===== config.mk =====
export PLATFORM = sky130hd
export DESIGN_NAME = prbs9_gen
export DESIGN_NICKNAME = d
export VERILOG_FILES = /design/src/rtl/slicer_ber_checker_pkg.sv /design/src/rtl/prbs9_gen.sv
export SDC_FILE = /design/constraint.sdc
export NUM_CORES = 1
export LEC_CHECK = 0
export BUFFER_PORTS_ARGS = -buffer_cell sky130_fd_sc_hd__clkbuf_2
export CORE_AREA = 8 8 45 47
export DETAILED_ROUTE_END_ITERATION = 12
export DIE_AREA = 0 0 53 55
export GPL_ROUTABILITY_DRIVEN = 0
export PLACE_DENSITY = 0.46
export SLEW_MARGIN = 15
export SYNTH_ARGS = -nofsm -noshare
export SYNTH_HDL_FRONTEND = slang
export SYNTH_SLANG_ARGS = --single-unit
export TNS_END_PERCENT = 100

===== constraint.sdc =====
create_clock -name clk -period 1 [get_ports clk]
set_clock_uncertainty 0.15 [all_clocks]
set_input_delay 0.15 -clock clk [delete_from_list [all_inputs] [get_ports clk]]
set_output_delay 0.15 -clock clk [all_outputs]
set_load 0.005 [all_outputs]

===== src/rtl/slicer_ber_checker_pkg.sv =====
// slicer_ber_checker_pkg: shared FSM encoding, PRBS9 taps, window length and default seeds
package slicer_ber_checker_pkg;
  typedef enum logic [1:0] {ST_IDLE, ST_SEARCH, ST_LOCK} state_e;
  localparam int PRBS_TAP_HI = 8;
  localparam int PRBS_TAP_LO = 4;
  localparam int WIN_LEN = 511;
  localparam logic [8:0] WIN_LAST = 9'(WIN_LEN - 1);
  localparam logic [8:0] MAX_LAT = 9'd510;
  localparam logic [8:0] DEF_SEED_I = 9'h1AA;
  localparam logic [8:0] DEF_SEED_Q = 9'h1FE;
endpackage


===== src/rtl/prbs9_gen.sv =====
// prbs9_gen: x^9+x^5+1 Fibonacci LFSR, MSB is the emitted bit, reloadable with its seed
module prbs9_gen
  import slicer_ber_checker_pkg::*;
#(
  parameter logic [8:0] SEED = DEF_SEED_I
) (
  input  logic clk,
  input  logic i_reset,
  input  logic i_load,
  input  logic i_en,
  output logic o_bit
);
  logic [8:0] lfsr_q, lfsr_d;
  always_comb
    lfsr_d = i_load ? SEED
           : i_en   ? {lfsr_q[7:0], lfsr_q[PRBS_TAP_HI] ^ lfsr_q[PRBS_TAP_LO]}
           : lfsr_q;
  always_ff @(posedge clk or negedge i_reset)
    if (!i_reset) lfsr_q <= SEED;
    else lfsr_q <= lfsr_d;
  assign o_bit = lfsr_q[8];
endmodule


# Yosys cells after proc, flatten, opt, wreduce, memory -nomap -nowiden
# Cells that the tools add are included.
# op_classes
muxes	2
n_bitwise	1
n_reduce_logical	1
# op_table
cell	n
9-bit 2-to-1 mux	2
2-bit nonzero test	1
1-bit bitwise XOR	1
# totals
ff_bits	9

# Logic depth before layout (Yosys ltp)
# Gate-level depths: netlist (run 1).
# logic_depth
depth_word	3
mapped_depth	3
mapped_depth_nobuf	2

# Least setup slack after synthesis (run 1)
# OpenSTA, ideal clock, no wires.
# synth_path
path_type	reg-to-reg
from	reg lfsr_q[8]
to	reg lfsr_q[0]
setup_time_ns	0.087
arrival_time_ns	0.789
required_ns	0.763
slack_ns	-0.026
path_stages_with_launch	3
n_path_buf	0
synth_period_minus_slack_ns	1.026
path_cell_list	dfstp_2 -> xnor2_1 -> a211oi_2
# synth_via
elab_chain_len	3
# synth_rtl
element	line	rtl
start, declared	prbs9_gen.sv:13	logic [8:0] lfsr_q, lfsr_d;
start signal, assigned	prbs9_gen.sv:20	else lfsr_q <= lfsr_d;
1-bit bitwise XOR	prbs9_gen.sv:16	: i_en ? {lfsr_q[7:0], lfsr_q[PRBS_TAP_HI] ^ lfsr_q[PRBS_TAP_LO]}
9-bit 2-to-1 mux	prbs9_gen.sv:16	
9-bit 2-to-1 mux	prbs9_gen.sv:15	lfsr_d = i_load ? SEED
# No other way between the ends. The select of a mux whose other input is x is not followed.
# A chain may end at the register's enable or synchronous reset.

# Worst setup path in the final report (run 1)
# layout_path
from	reg lfsr_q[8]
to	out o_bit
# layout_lines
element	line	rtl
end, declared	prbs9_gen.sv:11	output logic o_bit
# No word-level cell between the ends.

==> metrics, run 1 <==
total number of yosys warnings 0; synthesized area 390 sq um; pwr dens approximately 1600 nW/um^2; Post-Route WL between 600 and 700 microns; Worst Hold Class input pin to flop; largest net degree at the start of global routing 16; insertion delay to the later sink of the worst-skew pair between 200 and 300 ps; WL/cell around 12 microns; full die area 2920 sq um; CP top delay family flip-flops; Synthesized Nets 34; violated checks setup timing; Final WS setup -173 ps; TNS Setup -387 ps; clk sink count 9; total clock buffers created by CTS 3; hold violation count in the final report 0; GRT overflow 0; setup slack, reg-to-reg -110 ps; DR vias approximately 250; drt first pass iters 4; run status finished, violations left; DP Area between 400 and 500 sq um; total power draw between 800 and 900 uW; fill count approximately 150; Fmax roughly 850 MHz; total track usage around 5.6%; Post-Syn Instances 30; Residual DRC 0; max reg flops 9; CP required 700 ps; biggest regs lfsr_q (9); crit path max-delay cell type dfstp_2; Via density 4.69; Seq cells post-synth 9; CTS tree done; root buf cell clkbuf_4; clock slew at reported path FFs around 60 ps; Avg Cell Area, Syn between 10 and 15 sq um; unrepaired setup endpoints after global routing yes; Max Root-Sink Buffers 2; final instance area between 400 and 500 sq um; Die W about 53 microns; post-synthesis sequential area ratio 59.3%; area delta synth->final 26.3%; slowest stage delay, CP 530 ps; final worst path period need 1170 ps; Setup CP Type flop to output pin; max cap viols 0; initial core utilization between 20% and 30%; Port-buffer cells 4; post-route ant nets 0; crit share post-route 117%; # setup viols final 3; Ports 5; crit start category flop; Antenna Cells 0; crit path cell chain buf_6; Worst Path Arrival 870 ps; # nets final 43; 1st-iter DRT viols 1; Biggest register lfsr_q; maximum VDD drop between 0.6 and 0.7 mV; first-pass GRT wire length approximately 1.1 mm; Core ar. roughly 1400 sq um; crit path buf inv count 1; Hold WS ~34 ps; H-tree levels 1; Core Rows 14; initial antenna violation count 0; relative slew slack slightly above 70%; CP Capture Type output pin; max-slew violation count 0; worst-margin pin slew 423 ps; most frequent cells in the layout a211o_1 (5), dfstp_2 (5), dfrtp_1 (4); Netlist cell types 11; Die H about 55 microns; vias in the first global route between 200 and 250; leakage power total ~0.23 nW; crit-path max FO 2; share of layout cells above drive strength 1 a little over half; Final Non-Filler Cells 54; placed instance count 48
final cells by class:
class / count / area (sq um) / share of cell area [%]
sequential: 9 / 231 / 47.0
multi-input combinational: 19 / 171 / 34.8
timing repair buffer: 6 / 43.8 / 8.88
clock buffer: 4 / 26.3 / 5.33
tap: 16 / 20.0 / 4.06
cells in the mapped netlist:
cell / count / area, sq um
nor2_1: 3 / 11.3
a211o_1: 5 / 43.8
buf_1: 1 / 3.75
buf_6: 1 / 11.3
a211oi_2: 1 / 12.5
xnor2_1: 1 / 8.76
dfrtp_1: 4 / 100
mux2i_1: 3 / 30.0
dfstp_2: 5 / 131
nor2_2: 1 / 6.26
nor2b_1: 5 / 31.3
what timing repair did:
item	in CTS	in global routing
setup endpoints to repair	3	6
resized for setup	0	5
cloned	0	0
pin swaps	1	2
hold endpoints to repair	9	0
hold buffers	1	0
buffers inserted	1	0
final timing paths:
kind,to,depth (start not counted),from
max,o_bit,1,lfsr_q[8]
min,lfsr_q[0],2,i_load
max reg2reg,lfsr_q[0],3,lfsr_q[8]
min reg2reg,lfsr_q[7],1,lfsr_q[6]
max in group asynchronous,lfsr_q[5],2,i_reset
min in group asynchronous,lfsr_q[0],2,i_reset
per-stage QoR:
stage / util [%] / setup WS, ps
floorplan: - / -6.76
global placement: 30.6 / -10.4
global route: 35.6 / -221
CTS: 33.7 / -194
finish: 35.6 / -173
detailed placement: 30.6 / -30.4
logic make-up after synthesis:
family	synth area share (%)
mux	7.69
simple gates	12.5
compound gates	14.4
xor+xnor	2.24
buf+inv	3.85
flops	59.3
layer usage:
layer | vias up | GRT usage [%] | part of all wire (%)
met5 | - | 0 | 0
met4 | 0 | 3.88 | 0
met3 | 0 | 4.55 | 9.4
met2 | 7 | 7.03 | 46
met1 | 127 | 6.08 | 45
li1 | 119 | - | -
report_power, final:
part	leakage [nW]	switching [mW]	internal, mW
Clock	0.0150	0.118	0.153
Sequential	0.104	0.0188	0.404
Combinational	0.113	0.0481	0.0607
Total	0.232	0.185	0.618
Note: power is estimated with default switching activity, not from simulation.
==> run 2, diff against run 1 <==
--- a/config.mk
+++ b/config.mk
@@ -7,10 +7,11 @@
 export LEC_CHECK = 0
 export BUFFER_PORTS_ARGS = -buffer_cell sky130_fd_sc_hd__clkbuf_2
 export CORE_AREA = 8 8 45 47
+export CTS_CLUSTER_SIZE = 14
 export DETAILED_ROUTE_END_ITERATION = 12
 export DIE_AREA = 0 0 53 55
 export GPL_ROUTABILITY_DRIVEN = 0
-export PLACE_DENSITY = 0.46
+export PLACE_DENSITY = 0.44
 export SLEW_MARGIN = 15
 export SYNTH_ARGS = -nofsm -noshare
 export SYNTH_HDL_FRONTEND = slang
==> constraint.sdc (replaced) <==
create_clock -name clk -period 1.3 [get_ports clk]
set_clock_uncertainty 0.15 [all_clocks]
set_input_delay 0.195 -clock clk [delete_from_list [all_inputs] [get_ports clk]]
set_output_delay 0.195 -clock clk [all_outputs]
set_load 0.005 [all_outputs]
==> metrics, run 2 (synthesis results as in run 1) <==
crit share post-route 95.6%; area delta synth->final 17.6%; TNS Setup 0 ps; CP required about 950 ps; max-slew violation count 0; CTS tree done; largest net degree at the start of global routing 16; initial antenna violation count 0; post-CTS sizing 0; Clk pwr share between 30% and 40%; CP Capture Type output pin; area of the multi-input gates roughly 140 sq um; crit start category flop; insertion delay to the later sink of the worst-skew pair between 200 and 300 ps; H-tree levels 1; Ports 5; run status complete, no violations; Post-Route WL a little over 700 microns; Via density ~4.7; WL/cell around 13 microns; Sequential Power Share between 50 and 60%; root buf cell clkbuf_4; Port-buffer cells 4; switching power between 100 and 150 uW; clock slew at reported path FFs approximately 60 ps; max cap viols 0; DR vias between 200 and 300; number of stages on the worst setup path 1; crit-path max FO 2; # nets final 43; share of layout cells above drive strength 1 39.5%; reg2reg path depth 3; biggest regs lfsr_q (9); crit path max-delay cell type dfstp_2; Pint roughly 470 uW; initial core utilization 28.2%; WHS Path Cells 2; total power draw around 600 uW; total clock buffers created by CTS 3; # setup viols final 0; crit path cell chain clkbuf_2; fill count roughly 150; final core occ 33.2%; DP Area between 400 and 500 sq um; hold violation count in the final report 0; first-pass GRT wire length ~1.3 mm; crit path buf inv count 1; Residual DRC 0; max reg flops 9; unrepaired setup endpoints after global routing no; pwr dens 1340 nW/um^2; Core Rows 14; worst-margin pin slew roughly 350 ps; Fmax 804 MHz; vias in the first global route 264; maximum VDD drop ~0.4 mV; GRT overflow 0; Post-DP HPWL between 400 and 500 microns; final instance area between 400 and 500 sq um; full die area between 2000 and 3000 sq um; Die W about 53 microns; Register Area between 200 and 250 sq um; clk sink count 9; final worst path period need around 1200 ps; Biggest register lfsr_q; total track usage 6.67%; Worst Hold Class input pin to flop; post-route ant nets 0; drt first pass iters 3; slowest stage delay, CP 530 ps; 1st-iter DRT viols 2; most frequent cells in the layout nor2b_1 (5), a211o_1 (5), dfstp_2 (5), clkbuf_2 (4), dfrtp_1 (4); Core ar. about 1400 sq um; Max Root-Sink Buffers 2; relative slew slack between 70% and 80%; Setup CP Type flop to output pin; Die H between 50 and 60 microns; Sw Share 24.3%; Worst Path Arrival approximately 900 ps; CP top delay family flip-flops; leakage power total 0.206 nW; Comb pwr share a little under an eighth; Antenna Cells 0
==> run 2: cell count changes in the layout (fill, tap and decap cells not counted), sizes merged <==
| cell | previous run | this run |
|---|---|---|
| clkbuf | 7 | 8 |
| buf | 2 | 1 |
==> run 2: metrics by stage <==
step	setup slack [ps]	hold WS (ps)	instances
finish	56.6	67.0	54
global route	7.80	62.7	54
global placement	241	-95.6	48
detailed placement	217	-88.2	48
floorplan	274	-251	30
CTS	11.4	58.4	53
==> run 2: what timing repair did <==
action | CTS | global route
hold endpoints to repair | 9 | 0
setup endpoints to repair | 0 | 1
setup buffers | 0 | 1
hold buffers | 1 | 0
==> run 2: power by group through the flow <==
stage / clock network (mW) / logic [mW] / registers [mW]
floorplan: 0 / 0.0488 / 0.326
global placement: 0 / 0.0618 / 0.328
CTS: 0.233 / 0.0680 / 0.325
global route: 0.253 / 0.0792 / 0.327
detailed placement: 0 / 0.0648 / 0.330
finish: 0.220 / 0.0705 / 0.324
==> run 2: final cells by class <==
| type | instances | area share [%] |
|---|---|---|
| Clock buffer | 4 | 5.72 |
| Sequential cell | 9 | 50.4 |
| Tap cell | 16 | 4.36 |
| Timing Repair Buffer | 6 | 8.17 |
| Multi-Input combinational cell | 19 | 31.3 |
==> run 2: final timing paths <==
kind,startpoint,end,slack [ps]
max,lfsr_q[8],o_bit,60
min,i_load,lfsr_q[0],70
max reg2reg,lfsr_q[8],lfsr_q[0],150
min reg2reg,lfsr_q[6],lfsr_q[7],350
max in group asynchronous,i_reset,lfsr_q[1],570
min in group asynchronous,i_reset,lfsr_q[0],170
==> run 2: per-layer routing <==
| metal | vias up | global-route usage, % | part of all wire [%] |
|---|---|---|---|
| met4 | 0 | 6.47 | 4.2 |
| met2 | 8 | 8.79 | 42 |
| met3 | 3 | 4.81 | 11 |
| li1 | 120 | - | - |
| met5 | - | 0 | 0 |
| met1 | 122 | 6.69 | 43 |
==> run 3, diff against run 2 <==
--- a/config.mk
+++ b/config.mk
@@ -5,6 +5,7 @@
 export SDC_FILE = /design/constraint.sdc
 export NUM_CORES = 1
 export LEC_CHECK = 0
+export ABC_AREA = 1
 export BUFFER_PORTS_ARGS = -buffer_cell sky130_fd_sc_hd__clkbuf_2
 export CORE_AREA = 8 8 45 47
 export CTS_CLUSTER_SIZE = 14
==> metrics, run 3 <==
run status complete, no violations; Worst Hold Class input pin to flop; met3 Use GR under 10%; DR vias roughly 290; max cap viols 0; leakage power total between 0.2 and 0.25 nW; WL/cell between 10 and 15 microns; maximum VDD drop about 0.49 mV; EDFF count, synth 0; full die area ~2900 sq um; Via density roughly 4.3; ys async rst share 100%; setup slack, reg-to-reg about 300 ps; share of layout cells above drive strength 1 36.5%; hold violation count in the final report 0; CP required roughly 950 ps; max reg flops 9; Worst Path Arrival about 900 ps; Seq cells post-synth 9; post-CTS setup buffer count 0; TNS Setup 0 ps; Max Root-Sink Buffers 2; pwr dens roughly 1300 nW/um^2; CP top delay family flip-flops; # nets final 57; clk sink count 9; Residual DRC 0; Netlist cell types 12; total clock buffers created by CTS 3; Port-buffer cells 4; Ports 5; post-route ant nets 0; most frequent cell after synthesis nand2_1; Antenna Cells 0; Fmax about 800 MHz; unrepaired setup endpoints after global routing no; grt met2 use ~8%; Post-Route WL slightly below 800 microns; relative slew slack around 85%; crit path buf inv count 1; first-pass GRT wire length around 1.3 mm; crit path max-delay cell type dfstp_2; max-slew violation count 0; Die H about 55 microns; M1 GR Usage 7.42%; initial core utilization between 20% and 30%; Synth Flop Type dfstp_2; ranking of synthesized cells by area dfstp_2 (34%), dfrtp_1 (26%), nand2_1 (18%); Core Rows 14; CTS tree done; largest net degree at the start of global routing 10; most frequent cells in the layout nand2_1 (19), dfstp_2 (5), clkbuf_2 (4), dfrtp_1 (4); crit share post-route a little over nine tenths; Post-DP HPWL between 500 and 600 microns; insertion delay to the later sink of the worst-skew pair 260 ps; Core ar. about 1400 sq um; crit start category flop; Yosys top cell by area dfstp_2; fill count between 100 and 150; Setup CP Type flop to output pin; initial antenna violation count 0; busiest layer in global routing met2; vias in the first global route between 200 and 300; synthesized area around 390 sq um; total number of yosys warnings 0; GRT overflow 0; biggest regs lfsr_q (9); post-synthesis sequential area ratio between 50% and 60%; Biggest register lfsr_q; Post-Syn Instances 43; total track usage 6.38%; final worst path period need roughly 1200 ps; H-tree levels 1; area delta synth->final 19.7%; post-synth top area share 33.9%; Die W around 53 microns; root buf cell clkbuf_4; final core occ 33.5%; CP Capture Type output pin; 1st-iter DRT viols 5; # setup viols final 0; slowest stage delay, CP about 540 ps; synth cell count leaders nand2_1 (19), dfstp_2 (5), dfrtp_1 (4), inv_2 (3), nand3_1 (3); worst-margin pin slew around 230 ps; Avg Cell Area, Syn 9.02 sq um; crit-path max FO 3; Synthesized Nets 47; drt first pass iters 4; clock slew at reported path FFs approximately 60 ps; commonest non-fill, non-tap cell in the layout nand2_1; crit path cell chain clkbuf_2
==> run 3: cell count changes in the layout (fill, tap and decap cells not counted), sizes merged <==
cell    before  now
nand2        0   19
a211o        5    0
inv          0    5
nor2b        5    0
nand3        0    4
mux2i        3    0
a21oi        0    2
nor2         4    2
o21ai        0    2
a211oi       1    0
buf          1    0
xnor2        1    0
==> run 3: cells by family (layout without fill, tap and decap cells) <==
family	after synthesis	after routing	share of synthesized area [%]
compound gates	4	4	6.13
buf+inv	5	14	4.84
flops	9	9	59.7
simple gates	25	25	29.4
==> run 3: cell type report <==
type / instances / area, sq um / share of cell area, %
Timing Repair Buffer: 5 / 30.0 / 6.47
Inverter: 5 / 18.8 / 4.04
Multi-Input combinational cell: 29 / 138 / 29.6
Clock buffer: 4 / 26.3 / 5.66
Sequential cell: 9 / 231 / 49.9
Tap cell: 16 / 20.0 / 4.31
==> run 3: metrics by stage <==
| stage | worst slack [ps] | power, mW | hold slack [ps] | cells | area (sq um) |
|---|---|---|---|---|---|
| 2_1_floorplan | 342 | 0.364 | -251 | 43 | 388 |
| 3_3_place_gp | 315 | 0.394 | -81.5 | 63 | 428 |
| 3_5_place_dp | 306 | 0.393 | -87.5 | 63 | 428 |
| 4_1_cts | 33.4 | 0.620 | 80.7 | 68 | 464 |
| 5_1_grt | 9.06 | 0.639 | 99.9 | 68 | 464 |
| 6_report | 51.1 | 0.609 | 89.6 | 68 | 464 |
==> run 3: worst min-delay path, cell delays in order <==
cell      delay, ps
clkbuf_2        150
nand2_1          90
nand3_1          70
==> run 3: routing by layer <==
metal  part of all wire [%]  wire length, microns
met1                     48                   369
met5                      0                     0
met2                     45                   348
met4                    1.2                     9
met3                    6.0                    46
==> run 3: report_power, final <==
group	internal, mW	switching [mW]	total, mW	leakage (nW)
logic	0.0234	0.0414	0.0649	0.108
registers	0.312	0.0127	0.325	0.105
clock network	0.118	0.101	0.220	0.0150
==> run 3: repair_timing <==
item / in CTS / in global routing
gates resized for setup: 0 / 0
hold endpoints to repair: 9 / 0
hold buffers: 1 / 0
==> run 3: path summary, 6_finish.rpt <==
kind	start	to	depth (start not counted)
max	lfsr_q[8]	o_bit	1
min	i_en	lfsr_q[3]	3
max reg2reg	lfsr_q[8]	lfsr_q[0]	4
min reg2reg	lfsr_q[7]	lfsr_q[7]	2
max in group asynchronous	i_reset	lfsr_q[7]	2
min in group asynchronous	i_reset	lfsr_q[2]	2
